### config.mk
export PLATFORM = sky130hd
export DESIGN_NAME = onehot_scan_decoder_flat
export DESIGN_NICKNAME = d
export VERILOG_FILES = /design/src/rtl/onehot_scan_decoder_pkg.sv /design/src/rtl/onehot_scan_decoder_if.sv /design/src/rtl/onehot_scan_decoder_scan_tick_gen.sv /design/src/rtl/onehot_scan_decoder.sv /design/src/flat_wrapper.sv
export SDC_FILE = /design/constraint.sdc
export NUM_CORES = 1
export LEC_CHECK = 0
export BUFFER_PORTS_ARGS = -buffer_cell sky130_fd_sc_hd__buf_4
export CAP_MARGIN = 20
export CORE_MARGIN = 3
export CORE_UTILIZATION = 60
export CTS_CLUSTER_SIZE = 8
export DETAILED_ROUTE_END_ITERATION = 8
export PLACE_DENSITY = 0.92
export SLEW_MARGIN = 20
export SYNTH_ARGS = -nofsm -noshare
export SYNTH_HDL_FRONTEND = slang
export SYNTH_SLANG_ARGS = --single-unit
### constraint.sdc
create_clock -name sys_clk -period 5.15 [get_ports sys_clk]
set_input_delay 0.2575 -clock sys_clk [delete_from_list [all_inputs] [get_ports sys_clk]]
set_output_delay 0.2575 -clock sys_clk [all_outputs]
set_load 0.1 [all_outputs]
### src/rtl/onehot_scan_decoder_pkg.sv
// Shared types and helpers for the registered one-hot scan decoder.
package onehot_pkg;

  localparam int unsigned ONEHOT_MAX_W = 256;

  typedef enum logic [1:0] {
    MODE_DIRECT = 2'b00,
    MODE_UP     = 2'b01,
    MODE_DOWN   = 2'b10,
    MODE_BOUNCE = 2'b11
  } mode_e;

  typedef enum logic {
    DIR_UP   = 1'b0,
    DIR_DOWN = 1'b1
  } dir_e;

  // Callers size-cast the result down to their own output width.
  function automatic logic [ONEHOT_MAX_W-1:0] onehot(input int unsigned idx);
    logic [ONEHOT_MAX_W-1:0] v;
    v = '0;
    v[idx] = 1'b1;
    return v;
  endfunction

endpackage

### src/rtl/onehot_scan_decoder_if.sv
// Control/status bundle between a host and the one-hot scan decoder.
interface onehot_scan_decoder_if #(
  parameter int unsigned SEL_W = 3
);
  localparam int unsigned OUT_W = 2 ** SEL_W;

  logic             en;
  logic [1:0]       mode;
  logic             sel_valid;
  logic [SEL_W-1:0] sel;
  logic [OUT_W-1:0] out;
  logic [SEL_W-1:0] idx;
  logic             tick_o;

  modport master (
    output en, mode, sel_valid, sel,
    input  out, idx, tick_o
  );

  modport slave (
    input  en, mode, sel_valid, sel,
    output out, idx, tick_o
  );
endinterface

### src/rtl/onehot_scan_decoder_scan_tick_gen.sv
// Prescaler producing a combinational step strobe on the last count of each period.
module scan_tick_gen #(
  parameter int unsigned PRESCALE = 13_500_000
) (
  input  logic sys_clk,
  input  logic sys_rst,
  input  logic clr,
  input  logic run,
  output logic tick
);
  localparam int unsigned CNT_W = (PRESCALE > 1) ? $clog2(PRESCALE) : 1;
  localparam logic [CNT_W-1:0] LAST = CNT_W'(PRESCALE - 1);

  logic [CNT_W-1:0] cnt_q, cnt_d;

  // Clear dominates so a load or mode change never coincides with a step.
  always_comb begin
    cnt_d = cnt_q;
    tick  = 1'b0;
    if (clr) begin
      cnt_d = '0;
    end else if (run) begin
      if (cnt_q == LAST) begin
        cnt_d = '0;
        tick  = 1'b1;
      end else begin
        cnt_d = cnt_q + CNT_W'(1);
      end
    end
  end

  always_ff @(posedge sys_clk) begin
    if (sys_rst) cnt_q <= '0;
    else         cnt_q <= cnt_d;
  end
endmodule

### src/rtl/onehot_scan_decoder.sv
// Registered SEL_W-to-2^SEL_W one-hot decoder with direct and scan modes.
// Bounce mode (11) is built only when ONEHOT_SCAN_BOUNCE_EN is defined; otherwise 11 acts as direct.
module onehot_scan_decoder
  import onehot_pkg::*;
#(
  parameter int unsigned SEL_W    = 3,
  parameter int unsigned PRESCALE = 13_500_000
) (
  input  logic                   sys_clk,
  input  logic                   sys_rst,
  onehot_scan_decoder_if.slave   bus
);
  localparam int unsigned OUT_W = 2 ** SEL_W;
  localparam logic [SEL_W-1:0] IDX_MAX = SEL_W'(OUT_W - 1);

  mode_e            mode_cur, mode_q;
  logic [SEL_W-1:0] idx_q, idx_d;
  logic [OUT_W-1:0] out_q, out_d;
  logic             tick_q, tick_d;
  logic             mode_chg, scanning, tick_clr, tick_run, step;
`ifdef ONEHOT_SCAN_BOUNCE_EN
  dir_e             dir_q, dir_d;
`endif

  assign mode_cur = mode_e'(bus.mode);
  assign mode_chg = (mode_cur != mode_q);

  always_comb begin
    scanning = (mode_cur == MODE_UP) || (mode_cur == MODE_DOWN);
`ifdef ONEHOT_SCAN_BOUNCE_EN
    scanning = scanning || (mode_cur == MODE_BOUNCE);
`endif
  end

  assign tick_run = bus.en & scanning;
  assign tick_clr = ~bus.en | ~scanning | mode_chg | bus.sel_valid;

  scan_tick_gen #(.PRESCALE(PRESCALE)) u_tick (
    .sys_clk (sys_clk),
    .sys_rst (sys_rst),
    .clr     (tick_clr),
    .run     (tick_run),
    .tick    (step)
  );

  always_comb begin
    idx_d  = idx_q;
    out_d  = '0;
    tick_d = 1'b0;
`ifdef ONEHOT_SCAN_BOUNCE_EN
    dir_d  = mode_chg ? DIR_UP : dir_q;
`endif
    if (bus.en) begin
      if (bus.sel_valid) begin
        idx_d = bus.sel;
      end else if (step) begin
        tick_d = 1'b1;
        case (mode_cur)
          MODE_UP:   idx_d = idx_q + SEL_W'(1);
          MODE_DOWN: idx_d = idx_q - SEL_W'(1);
`ifdef ONEHOT_SCAN_BOUNCE_EN
          // Turn around at the ends without dwelling on the end index twice.
          MODE_BOUNCE: begin
            if (dir_q == DIR_UP) begin
              if (idx_q == IDX_MAX) begin
                dir_d = DIR_DOWN;
                idx_d = idx_q - SEL_W'(1);
              end else begin
                idx_d = idx_q + SEL_W'(1);
              end
            end else begin
              if (idx_q == '0) begin
                dir_d = DIR_UP;
                idx_d = idx_q + SEL_W'(1);
              end else begin
                idx_d = idx_q - SEL_W'(1);
              end
            end
          end
`endif
          default: idx_d = idx_q;
        endcase
      end
      out_d = OUT_W'(onehot(32'(idx_d)));
    end
  end

  always_ff @(posedge sys_clk) begin
    if (sys_rst) begin
      idx_q  <= '0;
      out_q  <= '0;
      tick_q <= 1'b0;
      mode_q <= MODE_DIRECT;
`ifdef ONEHOT_SCAN_BOUNCE_EN
      dir_q  <= DIR_UP;
`endif
    end else begin
      idx_q  <= idx_d;
      out_q  <= out_d;
      tick_q <= tick_d;
      mode_q <= mode_cur;
`ifdef ONEHOT_SCAN_BOUNCE_EN
      dir_q  <= dir_d;
`endif
    end
  end

  assign bus.out    = out_q;
  assign bus.idx    = idx_q;
  assign bus.tick_o = tick_q;
endmodule
### src/flat_wrapper.sv
// flat-port wrapper written by rule: the top's interface ports become plain ports
module onehot_scan_decoder_flat import onehot_pkg::*;
#(
  parameter int unsigned SEL_W    = 3,
  parameter int unsigned PRESCALE = 13_500_000
)
  (sys_clk, sys_rst, bus_en, bus_mode, bus_sel_valid, bus_sel, bus_out, bus_idx, bus_tick_o);
  onehot_scan_decoder_if #(.SEL_W(SEL_W)) bus_i ();
  input  logic sys_clk;
  input  logic sys_rst;
  input wire logic [$bits(bus_i.en)-1:0] bus_en;
  input wire logic [$bits(bus_i.mode)-1:0] bus_mode;
  input wire logic [$bits(bus_i.sel_valid)-1:0] bus_sel_valid;
  input wire logic [$bits(bus_i.sel)-1:0] bus_sel;
  output wire logic [$bits(bus_i.out)-1:0] bus_out;
  output wire logic [$bits(bus_i.idx)-1:0] bus_idx;
  output wire logic [$bits(bus_i.tick_o)-1:0] bus_tick_o;
  assign bus_i.en = bus_en;
  assign bus_i.mode = bus_mode;
  assign bus_i.sel_valid = bus_sel_valid;
  assign bus_i.sel = bus_sel;
  assign bus_out = bus_i.out;
  assign bus_idx = bus_i.idx;
  assign bus_tick_o = bus_i.tick_o;
  onehot_scan_decoder #(.SEL_W(SEL_W), .PRESCALE(PRESCALE)) u_core (.sys_clk(sys_clk), .sys_rst(sys_rst), .bus(bus_i));
endmodule
==> Yosys cells after proc, flatten, opt, wreduce, memory -nomap -nowiden <==
Index checks and enable logic that the tools add are counted.
{ "word_totals": {"regBits": 38, "latch_bits": 0, "ram_bits": 0, "mem_bits_ro": 0, "inputBits": 9, "out_inout_bits": 12, "wordCells": 36, "mem_count": 0} }
{ "classes": {"addsub": 3, "n_mul": 0, "n_div": 0, "n_lt_le_gt_ge": 2, "n_eq_ne": 4, "shifts": 0, "mux": 11, "n_bitwise": 6, "n_reduce_logical": 5} }
{ "ops": {"columns": ["operator", "count"], "rows": [
  ["$add A24 B1 Y24 const B", 1],
  ["$eq A24 B24 Y1 const B", 1],
  ["$mux W24", 1],
  ["$lt A3 B9 Y1 const B", 1],
  ["$mux W3", 3],
  ["$pmux W3 S2", 1],
  ["$mux W1", 5],
  ["$reduce_or A2 Y1", 2],
  ["$add A3 B1 Y3 const B", 1],
  ["$demux W1 S3", 1],
  ["$ge A3 B1 Y1 const B", 1],
  ["$or A1 B1 Y1", 3],
  ["$reduce_or A3 Y1", 1],
  ["$sub A3 B1 Y3 const B", 1],
  ["$eq A2 B1 Y1 const B", 1],
  ["$eq A2 B2 Y1 const B", 1],
  ["$ne A2 B2 Y1", 1],
  ["$not A1 Y1", 2],
  ["$and A1 B1 Y1", 1],
  ["$logic_and A1 B1 Y1", 1],
  ["$logic_or A1 B1 Y1", 1]
]} }

==> Logic depth before layout (Yosys ltp) <==
Gate-level depths: netlist (run 1).
{ "depth": {"depth_word": 14, "depth_mapped": 8, "depth_no_buf": 8} }

==> By module <==
A second synthesis (run 1) with hierarchy kept.
{ "hier_totals": {"cells_unflattened": 191, "hier_area_um2": 1786.7} }
{ "modules_own_cells": {"columns": ["module", "n_inst", "cells_each", "area_each_um2", "seq_area_each_um2"], "rows": [
  ["scan_tick_gen", 1, 134, 1186.1, 480.5],
  ["onehot_scan_decoder", 1, 57, 600.6, 280.3]
]} }

==> Least setup slack after synthesis (run 1) <==
OpenSTA, ideal clock, no wires.
{ "synth_timing": {"path_type": "reg-to-reg", "from": "register u_core.idx_q[0] (netlist: u_core.bus.idx[0])", "to": "register u_core.out_q[5] (netlist: u_core.bus.out[5])", "setup_time_ns": 0.140, "arrival_time_ns": 2.530, "required_ns": 5.010, "slack_ns": 2.480, "stages_incl_launch_ff": 7, "path_buffers": 0, "synth_period_minus_slack_ns": 2.670, "path_cell_list": "dfxtp_1 fa_1 xnor2_1 or4_1 o31a_1 o31ai_1 nor4_1"} }
{ "synth_via": {"elab_chain_cells": 9, "elab_cells_between_ends": 11, "classes_between": "2 x add/sub; 2 x order compare; 6 x mux; 1 x reduce/logical"} }
{ "synth_lines": {"columns": ["item", "line", "rtl"], "rows": [
  ["start, declared", "onehot_scan_decoder.sv:17", "logic [SEL_W-1:0] idx_q, idx_d;"],
  ["start signal, assigned", "onehot_scan_decoder.sv:98", "idx_q <= idx_d;"],
  ["$sub A3 B1 Y3 / $add A3 B1 Y3 (equally long branches)", "onehot_scan_decoder.sv:60, onehot_scan_decoder.sv:59", null],
  ["$pmux W3 S2", "onehot_scan_decoder.sv:58", "case (mode_cur)"],
  ["$mux W3 (*)", "onehot_scan_decoder.sv:56", "end else if (step) begin"],
  ["$mux W3 (*)", "onehot_scan_decoder.sv:54", "if (bus.sel_valid) begin"],
  ["$mux W3 (*)", "onehot_scan_decoder.sv:53", "if (bus.en) begin"],
  ["$lt A3 B9 Y1 (implied by the code) / $ge A3 B1 Y1 (equally long branches)", "onehot_scan_decoder_pkg.sv:22", "v[idx] = 1'b1;"],
  ["$logic_and A1 B1 Y1 (implied by the code)", "onehot_scan_decoder_pkg.sv:22", null],
  ["$mux W1 (implied by the code)", "onehot_scan_decoder_pkg.sv:22", null],
  ["$demux W1 S3 (*)", null, null],
  ["end signal, assigned", "onehot_scan_decoder.sv:99", "out_q <= out_d;"],
  ["end, declared", "onehot_scan_decoder.sv:18", "logic [OUT_W-1:0] out_q, out_d;"]
]} }
Every way passes the cells marked *; elsewhere a longest branch is shown, timed or not. The select of a mux whose other input is x is not followed.
A chain may end at the register's enable or synchronous reset.

==> Worst setup path after layout (run 1) <==
{ "layout_timing": {"from": "register u_core.u_tick.cnt_q[11]", "to": "register u_core.out_q[7] (netlist: u_core.bus.out[7])"} }
{ "layout_via": {"elab_chain_cells": 11, "elab_cells_between_ends": 12, "classes_between": "2 x order compare; 1 x eq/ne; 8 x mux; 1 x reduce/logical"} }
{ "layout_lines": {"columns": ["item", "line", "rtl"], "rows": [
  ["start, declared", "onehot_scan_decoder_scan_tick_gen.sv:14", "logic [CNT_W-1:0] cnt_q, cnt_d;"],
  ["start signal, assigned", "onehot_scan_decoder_scan_tick_gen.sv:34", "else cnt_q <= cnt_d;"],
  ["$eq A24 B24 Y1 (*)", "onehot_scan_decoder_scan_tick_gen.sv:23", "if (cnt_q == LAST) begin"],
  ["$mux W1 (*)", "onehot_scan_decoder_scan_tick_gen.sv:23", null],
  ["$mux W1 (*)", "onehot_scan_decoder_scan_tick_gen.sv:22", "end else if (run) begin"],
  ["$mux W1 (*)", "onehot_scan_decoder_scan_tick_gen.sv:20", "if (clr) begin"],
  ["$mux W3 (*)", "onehot_scan_decoder.sv:56", null],
  ["$mux W3 (*)", "onehot_scan_decoder.sv:54", null],
  ["$mux W3 (*)", "onehot_scan_decoder.sv:53", null],
  ["$lt A3 B9 Y1 (implied by the code) / $ge A3 B1 Y1 (equally long branches)", "onehot_scan_decoder_pkg.sv:22", null],
  ["$logic_and A1 B1 Y1 (implied by the code)", "onehot_scan_decoder_pkg.sv:22", null],
  ["$mux W1 (implied by the code)", "onehot_scan_decoder_pkg.sv:22", null],
  ["$demux W1 S3 (*)", null, null]
]} }
Marked as above.

==> run summary, run 1 <==
The flow ran to the end, and the final reports show no timing, DRC or antenna violations. For the final number of hold-violating endpoints, the log shows 0. TritonCTS built the clock tree. The area growth from synthesis to layout is 11.8%, and the overall power of the completed layout is 513 uW. The initial antenna violation count was 0.

The number of buffers inserted by hold repair at cts is 0, and the maximum fanout count along the critical path is 8. The first global-routing pass estimated 6300 um of wire. The count of instances resized after the clock tree is built is 0. In this run the register-to-register setup slack is 2.71 ns. For this run, the number of standard cells in the final layout without fillers is 246.

For the worst setup path, the data arrival time is 2.65 ns. The detailed router used layers up to and including met4. The clock edge transition at the registers on the reported setup and hold paths is 0.10 ns. Count of yosys warnings during synthesis: 0. By area, the combinational part of the netlist is dominated by simple AND/OR/NAND/NOR gates.

The tools report the starting density of the core as 66.7%. Of the cells placed in the final design, the portion with a size suffix greater than 1 is 13.4%. The run gives 2.71 ns as the final setup slack of the worst path. The clock passes through at most 2 buffers.

The critical path starts at u_core.u_tick.cnt_q[11]. The global placement routability congestion was 0.844; the gate count after technology mapping was 198. The critical path is of the register to register type.

The core region is 0.00264 sq mm. For this block, the routed nets add up to 3700 um of wire. Across all layers, the routed design uses 1,464 vias. The via density per instance was 5.95.

STA classifies the critical path endpoint as a register. The post-detailed-route wirelength per cell works out to 15.1 um. The run gives 2 as the number of levels the H-tree was split into. Overall die area: 0.00361 sq mm. The detailed router finished its first iteration with 71 violations. Before CTS, the worst setup slack after placement is 2.54 ns. The synthesized netlist devotes 6.55% of its cell area to compound gates.

The run gives 0.104 ns as the final hold slack. Once layout is done, the placed cells without fillers occupy 0.00196 sq mm. The run gives 18 as the row count.

Fill cells in the final layout number 188. The wire length on met2 was 1740 um. The number of top-level pins was 21.

In this run, distinct cell masters in the synthesized netlist total 38. The routed design could run at a clock period as short as 2.44 ns. Leaving out fill and tap cells, the most frequent cell in the layout is sky130_fd_sc_hd__dfxtp_1.

From bottom edge to top edge, the die measures 60.1 um. Of the post-synthesis cell area, the dominant cell type holds 43.3%. The run gives 2710 um as the detailed placement HPWL. Setup repair after global routing left no endpoint under its margin. Worst min-delay path category: input port to register. The final cycle utilization of the critical path was 47.4%; the count of TritonRoute iterations in the first routing pass was 4.

After detailed routing, the wire length on met1 is 1690 um. The final layout contains 229 nets. The worst setup path is launched from a register.

Summing the areas of all and, or, nand and nor instances in the mapped netlist gives 31.7% of the synthesized area. The placement-stage cell area came out at 0.00191 sq mm. The tools report the overflow left after global routing as 0. Input and output buffers added on the ports amount to 20. The worst register-to-register path begins at u_core.u_tick.cnt_q[11]. Clock tree synthesis inserted a total of 5 buffers. The mean post-synth cell area is 8.87 sq um, and the number of sinks handled by clock tree synthesis is 38. The run gives 1,437 as the number of global-route vias before repair. The xor and xnor area share after synthesis came out at 13.0%. The largest area contributor in the netlist is sky130_fd_sc_hd__dfxtp_1. The cell sitting at the root of the clock tree is a sky130_fd_sc_hd__clkbuf_4. Power spread over the standard cell area amounts to 261 mW/mm^2. Cells fill 74.5% of the core in the end. Of the total synthesized cell area, the portion taken by full adders, half adders and majority gates is 2.56%. The reported leakage power came out at 0.647 nW. Synthesis produced a netlist with a net count of 210. After clock tree synthesis, the setup repair step added 0 buffers. In this run, placement finished with an instance count of 240. The run gives 0.35 ns as the latest clock arrival within the worst-skew pair. By area the synthesized netlist is led by sky130_fd_sc_hd__dfxtp_1 43%, sky130_fd_sc_hd__xnor2_1 9.0%, sky130_fd_sc_hd__nor2_1 6.0%. For the maximum frequency from static timing analysis, the log shows 0.409 GHz. The tool flagged a number of max-cap violations equal to 0. Sequential elements use 43.3% of the synthesized area. Leaving out fill and tap cells, the most frequent cells in the layout are 38 x sky130_fd_sc_hd__dfxtp_1, 28 x sky130_fd_sc_hd__nor2_1, 20 x sky130_fd_sc_hd__buf_4. At the pin with the least slew margin, the transition time is 0.771 ns. The number of remaining DRC errors came out at 0. The antenna violation net count after detailed routing was 0; the antenna cell count was 0. The critical path ends at u_core.bus.out[7]. On the final layout, the worst clock skew is 0.00879 ns. The tools report the relative slew slack as 48.6%.

The number of pins exceeding their max-slew limit in the final report is 0, and the final setup violation count is 0. The run gives 0.247 mV as the maximum VDD drop. The logs give 25 for the pin count of the biggest net entering global routing and 0 ns for the accumulated negative setup slack. In the detailed route, the total length drawn on met3 is 194 um. Global routing used 23.7% of the available tracks across all layers.

Counting flops and latches in the post-synthesis netlist gives 38. Measured in cells, the most critical reg-to-reg path has a length of 5. The tools report the reg-to-reg endpoint as u_core.bus.out[7].

The multiplexer share of the synthesized area was 0%. The synthesized netlist occupies a cell area of 0.00176 sq mm. The die span in x came out at 60.1 um.

For the worst setup path, the data required time is 5.36 ns.
worst min path at each step:
stage	cells after the start	end	from
6_report	2	u_core.mode_q[0]	sys_rst
5_1_grt	2	u_core.mode_q[0]	sys_rst
4_1_cts	2	u_core.mode_q[0]	sys_rst
3_5_place_dp	2	u_core.mode_q[0]	sys_rst
3_3_place_gp	2	u_core.mode_q[0]	sys_rst
2_1_floorplan	1	u_core.mode_q[0]	sys_rst
synthesized netlist by cell type:
| library cell | count |
|---|---|
| sky130_fd_sc_hd__dfxtp_1 | 38 |
| sky130_fd_sc_hd__nor2_1 | 28 |
| sky130_fd_sc_hd__xnor2_1 | 18 |
| sky130_fd_sc_hd__nor4_1 | 15 |
| sky130_fd_sc_hd__nand2_1 | 11 |
| sky130_fd_sc_hd__nor3_1 | 9 |
| sky130_fd_sc_hd__xor2_1 | 8 |
| sky130_fd_sc_hd__nand3_1 | 7 |
| sky130_fd_sc_hd__nand4_1 | 7 |
| sky130_fd_sc_hd__o31a_1 | 6 |
| sky130_fd_sc_hd__clkbuf_1 | 5 |
| sky130_fd_sc_hd__inv_1 | 5 |
| sky130_fd_sc_hd__nand2b_1 | 4 |
| sky130_fd_sc_hd__and3_1 | 3 |
| sky130_fd_sc_hd__nor2b_1 | 3 |
| sky130_fd_sc_hd__a21oi_1 | 2 |
| sky130_fd_sc_hd__and4b_1 | 2 |
| sky130_fd_sc_hd__buf_2 | 2 |
| sky130_fd_sc_hd__ha_1 | 2 |
| sky130_fd_sc_hd__o31ai_1 | 2 |
| sky130_fd_sc_hd__or2b_1 | 2 |
| sky130_fd_sc_hd__or3_1 | 2 |
| sky130_fd_sc_hd__or4_1 | 2 |
| sky130_fd_sc_hd__a31oi_1 | 1 |
| sky130_fd_sc_hd__and2_1 | 1 |
| sky130_fd_sc_hd__and2b_1 | 1 |
| sky130_fd_sc_hd__and4_1 | 1 |
| sky130_fd_sc_hd__buf_1 | 1 |
| sky130_fd_sc_hd__fa_1 | 1 |
| sky130_fd_sc_hd__nor4b_1 | 1 |
| sky130_fd_sc_hd__nor4bb_1 | 1 |
| sky130_fd_sc_hd__o21ai_0 | 1 |
| sky130_fd_sc_hd__o21bai_1 | 1 |
| sky130_fd_sc_hd__o22ai_1 | 1 |
| sky130_fd_sc_hd__o31ai_2 | 1 |
| sky130_fd_sc_hd__or2_2 | 1 |
| sky130_fd_sc_hd__or3_4 | 1 |
| sky130_fd_sc_hd__or3b_1 | 1 |
flip-flops by register name (all words and copies together), names as in the netlist:
| signal | cells |
|---|---|
| u_core.mode_q | 2 |
| u_core.bus.idx | 3 |
| u_core.bus.tick_o | 1 |
| u_core.bus.out | 8 |
| u_core.u_tick.cnt_q | 24 |
metal layers:
metal / global-route usage, % / vias to the layer above
met5: 0 / -
met4: 15.5 / 0
met3: 5.83 / 11
met2: 36.1 / 41
met1: 29.3 / 672
li1: - / 740
critical path, stage by stage, from the launching register on:
cell and delay, ns:
sky130_fd_sc_hd__dfxtp_1 0.41, sky130_fd_sc_hd__nand4_1 0.18, sky130_fd_sc_hd__or4_1 0.69, sky130_fd_sc_hd__o31a_1 0.31
sky130_fd_sc_hd__o31ai_1 0.57, sky130_fd_sc_hd__nor4_1 0.14
cells by family after synthesis:
group | after synthesis
simple gates | 103
flops | 38
xor+xnor | 26
compound gates | 15
buf+inv | 13
fa+ha+maj | 3
power breakdown:
| group | switching [mW] | total (mW) | internal (mW) |
|---|---|---|---|
| combinational | 0.0412 | 0.0601 | 0.0189 |
| sequential | 0.00288 | 0.300 | 0.297 |
| clock | 0.0911 | 0.153 | 0.0615 |
| total | 0.135 | 0.513 | 0.378 |
cell type report:
| class | instances | area (sq um) | share of cell area [%] |
|---|---|---|---|
| clock buffers | 6 | 51.3 | 2.61 |
| inverters | 5 | 18.8 | 0.956 |
| multi-input cells | 147 | 945 | 48.1 |
| flip-flops and latches | 38 | 761 | 38.8 |
| well taps | 30 | 37.5 | 1.91 |
| repair buffers | 20 | 150 | 7.65 |
Power figures use the tool's default switching activity.
==> run 2: changes to the inputs <==
--- a/config.mk
+++ b/config.mk
@@ -8,10 +8,10 @@
 export BUFFER_PORTS_ARGS = -buffer_cell sky130_fd_sc_hd__buf_4
 export CAP_MARGIN = 20
 export CORE_MARGIN = 3
-export CORE_UTILIZATION = 60
+export CORE_UTILIZATION = 51
 export CTS_CLUSTER_SIZE = 8
 export DETAILED_ROUTE_END_ITERATION = 8
-export PLACE_DENSITY = 0.92
+export PLACE_DENSITY = 0.84
 export SLEW_MARGIN = 20
 export SYNTH_ARGS = -nofsm -noshare
 export SYNTH_HDL_FRONTEND = slang
==> constraint.sdc (replaced) <==
create_clock -name sys_clk -period 2 [get_ports sys_clk]
set_input_delay 0.1 -clock sys_clk [delete_from_list [all_inputs] [get_ports sys_clk]]
set_output_delay 0.1 -clock sys_clk [all_outputs]
set_load 0.1 [all_outputs]
==> run 2 against run 1 <==
Effect of this change: the flow now finishes with violations (negative setup slack); power grew to 2.8 times the previous value; register-to-register slack got worse by 2.8 ns; sequential cell count unchanged; sequential power rose to 2.6 times the previous value; wire length increased by 2.7%; non-clock buffer count increased by 38; clock skew increased by 0.0015 ns; largest power group unchanged; highest routed layer unchanged.
==> run summary, run 2 (synthesized netlist as in run 1, its figures left out) <==
The tools report the fill cell total of the finished layout as 226. For the number of pins exceeding their max-slew limit in the final report, the log shows 0. After detailed routing, the total wire length is 3800 um. After legalization and detailed placement, the total HPWL measured 2760 um. The maximum frequency from static timing analysis was 0.468 GHz. Setup violations remaining at the end of the flow were counted as 8. The clock passes through at most 2 buffers. 21 I/O pins were placed. For this design, the sink count on the clock tree is 38.

The overall power of the completed layout is 1.44 mW, and the minimum period implied by the final worst setup slack is 2.14 ns. The run gives 0 as the max-capacitance violation count. The tools report the critical path capture point type as a register.

The routed length on met3 was 122 um. u_core.u_tick.cnt_q holds more flip-flops than any other register. The logs give 74.3% for the final design utilization and 6380 um for the first-pass GRT wire length. TritonCTS built the clock tree.

The type of the setup path with the least slack is register to register. Along the worst path, the maximum fanout reaches 4. In the layout the commonest cells are 55 x sky130_fd_sc_hd__buf_4, 32 x sky130_fd_sc_hd__dfxtp_1, 28 x sky130_fd_sc_hd__nor2_1. Clock tree synthesis selected as its root buffer the cell sky130_fd_sc_hd__clkbuf_4. The iteration-0 DRC count of the detailed router was 55; the largest stage delay on the critical path was 0.43 ns. The pin count of the biggest net entering global routing was 16; the overflow left after global routing was 0. The final hold slack is 0.00199 ns, and the count of TritonRoute iterations in the first routing pass is 4.

STA puts the critical path data required time at 2.26 ns. The number of clock buffers added by TritonCTS is 5. The arrival time of data at the critical path endpoint came out at 2.39 ns. The worst hold path belongs to the class input port to register. The row count is 20. The vias after detailed routing came out at 1,592. Walking the worst path, the cells encountered are fa_2, xnor2_1, or4_4, o31a_1, o31a_1, nor4_1. After layout, the worst path uses 107% of the clock period. Startpoint type of the worst setup path: a register. On the critical path, the stage with the largest delay is an instance of sky130_fd_sc_hd__or4_4. In this run the remaining antenna-violating nets after routing total 0.

The setup slack of the most critical reg-to-reg path was -0.14 ns; the depth of the worst register-to-register path was 6. The kind of cell adding the most delay to the critical path is simple AND/OR/NAND/NOR gates. The number of instances on the worst hold path works out to 3. The number of flip-flops under the largest register name was 24.

The run finished, with violations left. Leaving out fill and tap cells, the most frequent cell in the layout is sky130_fd_sc_hd__buf_4. Fraction of layout instances using a drive strength above 1: 31.8%.

The die is 64.7 um tall. The logs give 2 for the number of levels the H-tree was split into and 75.3% for the relative slew slack. The latest clock arrival within the worst-skew pair is 0.35 ns, and the final number of hold-violating endpoints is 0. For this run, design rule violations remaining after detail routing come to 0. The number of global-route vias before repair came out at 1,458.

IR analysis of the VDD net gives a maximum drop of 0.438 mV. At the pin with the least slew margin, the transition time is 0.366 ns. The starting density of the core is 55.3%, and the number of buffers and inverters on the critical path is 0.

The logs give 0.862 nW for the reported leakage power and 0 for the initial antenna violation count. In the routed layout, each cell is associated on average with a via count of 5.32. The antenna cell count is 0, and the number of nets in the finished design is 267.

The clock edge transition at the registers on the reported setup and hold paths is 0.11 ns. The reg-to-reg endpoint was u_core.bus.out[1]. Input and output buffers added on the ports amount to 20. The die covers 0.00418 sq mm. The die span in x is 64.7 um, and the wire length on met1 is 1810 um.

The wire length on met2 is 1790 um, and the final worst clock skew is 0.0103 ns. Setup repair after global routing could not meet its margin everywhere. For this run, the total global-route usage over all layers was measured as 19.6%.

Most frequent cell on the critical path: sky130_fd_sc_hd__o31a_1. The checks that failed: negative setup slack. The area growth from synthesis to layout works out to 34.3%. The tools report the terminating pin of the worst hold path as u_core.mode_q[0].

In the final timing run, aggregate negative setup slack is -0.952 ns. The run gives -0.135 ns as the final setup slack of the worst path. The top layer reached by signal wires was met4. The post-detailed-route wirelength per cell was 12.7 um; the global placement routability congestion was 0.860. The core footprint is 0.00318 sq mm. The total power divided by cell area was 612 mW/mm^2.

The source of the worst hold timing path was bus_mode[0]. The tools report the launch point of the worst reg-to-reg path as u_core.bus.idx[1].
## run 2: routing by layer
metal	up-vias	track usage [%]
met4	0	9.50
met1	743	25.6
met3	9	4.51
met2	24	30.3
li1	816	-
met5	-	0
## run 2: worst max path at each step
stage               slack (ns)              start  cells after the start                 to
floorplan                -0.17  u_core.bus.idx[1]                      6  u_core.bus.out[0]
global placement         -0.27        bus_mode[0]                      9  u_core.bus.out[7]
detailed placement       -0.35        bus_mode[0]                      9  u_core.bus.out[0]
CTS                      -0.13  u_core.bus.idx[1]                      6  u_core.bus.out[0]
global route             -0.20  u_core.bus.idx[1]                      6  u_core.bus.out[4]
finish                   -0.14  u_core.bus.idx[1]                      6  u_core.bus.out[1]
## run 2: worst register-to-register path: stages (launching register included)
cell	delay, ns
sky130_fd_sc_hd__dfxtp_4	0.37
sky130_fd_sc_hd__fa_2	0.35
sky130_fd_sc_hd__xnor2_1	0.13
sky130_fd_sc_hd__or4_4	0.43
sky130_fd_sc_hd__o31a_1	0.30
sky130_fd_sc_hd__o31a_1	0.30
sky130_fd_sc_hd__nor4_1	0.17
## run 2: timing repair
action	CTS	global route
buffers inserted	0	1
hold buffers	1	0
hold endpoints to repair	4	0
gates resized for setup	1	10
pin swaps	1	3
endpoints found under the setup margin	10	26
## run 2: report_power, final
group	internal [mW]	leakage (nW)	switching (mW)	total [mW]
Combinational	0.0660	0.508	0.116	0.182
Clock	0.241	0.0425	0.250	0.491
Sequential	0.765	0.311	0.00555	0.771
## run 2: per-stage QoR
step / instances / instance area [sq um] / setup slack, ns
global placement: 290 / 2230 / -0.269
finish: 299 / 2360 / -0.135
CTS: 298 / 2320 / -0.128
floorplan: 198 / 1790 / -0.174
detailed placement: 290 / 2230 / -0.346
global route: 299 / 2360 / -0.196
## run 2: final cells by class
| type | count | area (sq um) | share of cell area [%] |
|---|---|---|---|
| multi-input cells | 147 | 991 | 42.0 |
| flip-flops and latches | 38 | 773 | 32.8 |
| repair buffers | 58 | 445 | 18.9 |
| clock buffers | 7 | 76.3 | 3.23 |
| well taps | 44 | 55.1 | 2.33 |
| inverters | 5 | 18.8 | 0.795 |
